## config.mk

```make
export PLATFORM = sky130hd
export DESIGN_NAME = prescaler_multi
export DESIGN_NICKNAME = d
export VERILOG_FILES = /design/src/rtl/prescaler_multi.sv
export SDC_FILE = /design/constraint.sdc
export NUM_CORES = 1
export LEC_CHECK = 0
export BUFFER_PORTS_ARGS = -buffer_cell sky130_fd_sc_hd__buf_4
export CELL_PAD_IN_SITES_DETAIL_PLACEMENT = 1
export CELL_PAD_IN_SITES_GLOBAL_PLACEMENT = 1
export CORE_MARGIN = 2
export CORE_UTILIZATION = 50
export DETAILED_ROUTE_END_ITERATION = 10
export PLACE_DENSITY_LB_ADDON = 0.1
export SLEW_MARGIN = 30
export SYNTH_ARGS = -nofsm -noshare
export SYNTH_HDL_FRONTEND = slang
export SYNTH_SLANG_ARGS = --single-unit
export TNS_END_PERCENT = 5
```

## constraint.sdc

```tcl
create_clock -name sysclk -period 6.2 [get_ports sysclk]
set_clock_uncertainty 0.1 [all_clocks]
set_input_delay 0.62 -clock sysclk [delete_from_list [all_inputs] [get_ports sysclk]]
set_output_delay 0.62 -clock sysclk [all_outputs]
set_load 0.01 [all_outputs]
```

## src/rtl/prescaler_multi.sv

```systemverilog
// prescaler_multi: NUM_CH runtime-programmable sysclk dividers, each giving a 50% clock and a rise tick.
// Defining PRESCALER_MULTI_SYNC_EN adds i_sync, which phase-aligns all enabled channels.
module prescaler_multi #(
  parameter int unsigned NUM_CH  = 4,
  parameter int unsigned CNT_W   = 32,
  parameter int unsigned DEF_DIV = 600000,
  parameter int unsigned CH_W    = (NUM_CH > 1) ? $clog2(NUM_CH) : 1
) (
  input  logic              sysclk,
  input  logic              i_rst_n,
  input  logic [NUM_CH-1:0] i_en,
  input  logic              i_div_wr,
  input  logic [CH_W-1:0]   i_div_sel,
  input  logic [CNT_W-1:0]  i_div_val,
`ifdef PRESCALER_MULTI_SYNC_EN
  input  logic              i_sync,
`endif
  output logic [NUM_CH-1:0] o_clk,
  output logic [NUM_CH-1:0] o_tick
);
  for (genvar c = 0; c < NUM_CH; c++) begin : g_ch
    logic [CNT_W-1:0] cnt, act, pend, lim;
    logic pend_vld, clk_q, tick_q, wr, clr, term;
    assign wr = i_div_wr && int'(i_div_sel) == c;
    // a divide of 0 behaves as 1
    assign lim = (act == '0 ? CNT_W'(1) : act) - CNT_W'(1);
    assign term = cnt >= lim;
`ifdef PRESCALER_MULTI_SYNC_EN
    assign clr = !i_en[c] || i_sync;
`else
    assign clr = !i_en[c];
`endif
    // pending divides only reach the active register at a half-period boundary or while cleared
    always_ff @(posedge sysclk or negedge i_rst_n)
      if (!i_rst_n) begin
        cnt <= '0;
        clk_q <= 1'b0;
        tick_q <= 1'b0;
        act <= CNT_W'(DEF_DIV);
        pend <= CNT_W'(DEF_DIV);
        pend_vld <= 1'b0;
      end else if (clr || term) begin
        cnt <= '0;
        clk_q <= clr ? 1'b0 : ~clk_q;
        tick_q <= !clr && !clk_q;
        act <= wr ? i_div_val : pend_vld ? pend : act;
        pend_vld <= 1'b0;
      end else begin
        cnt <= cnt + CNT_W'(1);
        tick_q <= 1'b0;
        if (wr) begin
          pend <= i_div_val;
          pend_vld <= 1'b1;
        end
      end
    assign o_clk[c] = clk_q;
    assign o_tick[c] = tick_q;
  end
endmodule

```

==> run summary <==
overall routing resource usage: 0.254
status: finished, final reports clean
Synth Net Count: 2,373
DR WL/cell: 20.2 µm
CP Max Fanout: 32
gp weighted congestion: 0.832
Layout Utilization: 0.563
Initial Utilization: 0.506
Initial DRT Pass Iterations: 5
min Tclk post-route: 5850 ps
Post-CTS Setup Repair Bufs: 0
Clk pwr share: 0.347
commonest cells after routing, fill and taps aside: dfrtp_1 (330), nor2_1 (204), o21ai_0 (155), nand2_1 (144), ha_1 (136)
Ports: 49
HPWL after detailed placement: 39.5 mm
Worst slew margin: 0.327
nets@finish: 2,398
Yosys cell types: 63
CTS buffer count: 45
Gate Count Post-Synth: 2,196
total grt overflow: 0
core area: 0.0442 mm²
Most used DFF post-synth: dfrtp_1
crit path DAT: 6190 ps
Critical Path Max Stage Delay: 570 ps
Setup-failing EPs final: 0
Vias/cell: 5.89
Pins Over Slew Limit: 0
Tightest Pin Transition: 1010 ps
Fin. Hold Viols: 0
Max VDD drop: 0.234 mV
RSZ-0062 raised after global routing: no
clock-pin slew on the worst setup and hold paths: 60 ps
Async S/R FF share, synth: 1.00
Vias: 16.8k
Net Switching: 2220 µW
period utilisation layout: 0.943
largest area contributor in the netlist: dfrtp_1
max cap viols: 0
final hold slack: 227 ps
R2R setup slack: 350 ps
setup TNS: 0 ps
vias in the first global route: 18.2k
DIE AREA: 0.0465 mm²
number of synthesized flops with an enable pin: 0
Power Dens Cells: 303 mW/mm²
# rows: 77
first-pass GRT wire length: 96.1 mm
Post-route DRC: 0
Int Pwr: 5330 µW
crit end category: flop
switching share of power: 0.294
critical-path cell list: or4_4, nor3_2, or3b_1, or3_1, nor3_2, nor2_1, ha_1, nand3_1, buf_4, or2_2, nor3_1, xnor2_1, ha_1, and4_1, a221oi_1, o21ai_0, a21o_1, nor2_2, buf_12, mux2_2
clk sinks: 396
most common cell after layout, fill and taps aside: dfrtp_1
largest buffer count on any clock path: 3
Yosys reg bits: 396
LEAKAGE: 0.0105 µW
Crit Path Class: flop to flop
CP Data Required Time: 6550 ps
Post-Synthesis Cell Area: 0.0224 mm²
Max Fclk: 171 MHz
CTS tree: yes
synthesized area per cell: 10.2 µm²
fraction of layout cells with a size suffix above 1: 0.168
Synth top area share: 0.371
final wirelength: 57.5 mm
Comb pwr share: 0.189
Root Buffer: clkbuf_16
port bufs: 48
Seq/Total Area, Yosys: 0.446
largest net degree at the start of global routing: 116
initial antenna violation count: 1
Area contributors post-synth: dfrtp_1 (37%), ha_1 (7.6%), dfstp_2 (7.5%)
CP Launch Type: flop
sequential share of power: 0.464
initial DRC count: 947
synth warn: 0
Die Ht: 216 µm
Slowest cell on crit path: or4_4
die outline width: 216 µm
Min-Delay Path Class: input port to flop
Layout area overhead: 11.2%
htree depth: 2
clk_lat worst skew: 570 ps
Antenna Nets Post-Route: 0
## repair_timing
action,CTS,global route
endpoints found under the setup margin,0,33
hold endpoints to repair,0,54
resized for setup,0,1
hold buffers,0,1
## cell usage after synthesis, drive strengths merged, types with 16 or more instances
cell type and n:
ha 136, a2bb2oi 93, buf 36, o21ai 156, xor2 98, nand3 66
mux2i 33, dfrtp 332, nand3b 74, nor2 207, nand4 32, nor2b 16
dfstp 64, xnor2 118, nor3 48, and3 28, inv 38, clkbuf 64
mux2 128, a21oi 64, nand2 144, nor4 30, or3 63
## final cells by class
class	instances	area, µm²
fillers	4748	19300
multi-input cells	1662	11900
flip-flops and latches	396	9990
clock buffers	65	1250
well taps	592	741
repair buffers	78	666
clock inverters	16	169
inverters	38	143
diodes	2	5.00
## stage by stage
step | setup slack, ps | instance area (µm²) | power, µW | cells
after global placement | 652 | 23400 | 4840 | 2764
final | 353 | 24900 | 7550 | 2849
after detailed placement | 429 | 23400 | 4960 | 2764
after floorplan | 910 | 22400 | 4440 | 2196
after global routing | 11.1 | 24900 | 7970 | 2847
after CTS | 396 | 24800 | 7640 | 2845
## flip-flops by register name (all words and copies together), names as in the netlist
signal	flops
g_ch.act	128
g_ch.clk_q	4
g_ch.cnt	128
g_ch.pend	128
g_ch.pend_vld	4
g_ch.tick_q	4
## critical path, delay by kind of cell, from the launching register on
family                   cells  cell delay [ps]
XOR/XNOR                     1              220
flip-flops                   1              440
adder cells (fa/ha/maj)      2              580
multiplexers                 1              370
buffers and inverters        2              420
AO/OA/AOI/OAI                3              730
AND/OR/NAND/NOR             11             2850
## cells by family after synthesis
group | count (synthesis) | share of synthesized area
buffers and inverters | 138 | 0.0252
xor gates and xnor gates | 216 | 0.0845
and+or+nand+nor | 777 | 0.182
DFF | 396 | 0.446
adders and majority gates | 136 | 0.0760
muxes | 161 | 0.0791
AOI/OAI and AO/OA | 372 | 0.107
## path summary, 6_finish.rpt
path | from | end | cells after the start
hold reg to reg | g_ch[0].pend[20]$_DFFE_PN0P_ | g_ch[0].pend[20]$_DFFE_PN0P_ | 1
setup / recovery | g_ch[3].act[17]$_DFFE_PN0P_ | g_ch[3].pend[17]$_DFFE_PN0P_ | 20
max in group asynchronous | i_rst_n | g_ch[2].cnt[0]$_DFF_PN0_ | 4
setup reg to reg | g_ch[3].act[17]$_DFFE_PN0P_ | g_ch[3].pend[17]$_DFFE_PN0P_ | 20
hold / removal | i_en[0] | g_ch[0].tick_q$_DFF_PN0_ | 2
min in group asynchronous | i_rst_n | g_ch[3].cnt[29]$_DFF_PN0_ | 2
## power by group through the flow
stage	clock network [µW]	logic, µW	registers, µW
2_1_floorplan	0	1050	3390
3_3_place_gp	0	1330	3500
3_5_place_dp	0	1430	3530
4_1_cts	2690	1450	3500
5_1_grt	2780	1610	3570
6_report	2620	1430	3500
## routing by layer
metal / wire length (µm) / GRT usage / vias to the layer above
met1: 25200 / 0.326 / 8587
met3: 2110 / 0.0328 / 68
li1: - / - / 7892
met2: 29300 / 0.456 / 222
met5: 0 / 0 / -
met4: 981 / 0.0605 / 0
Power figures use the tool's default switching activity.
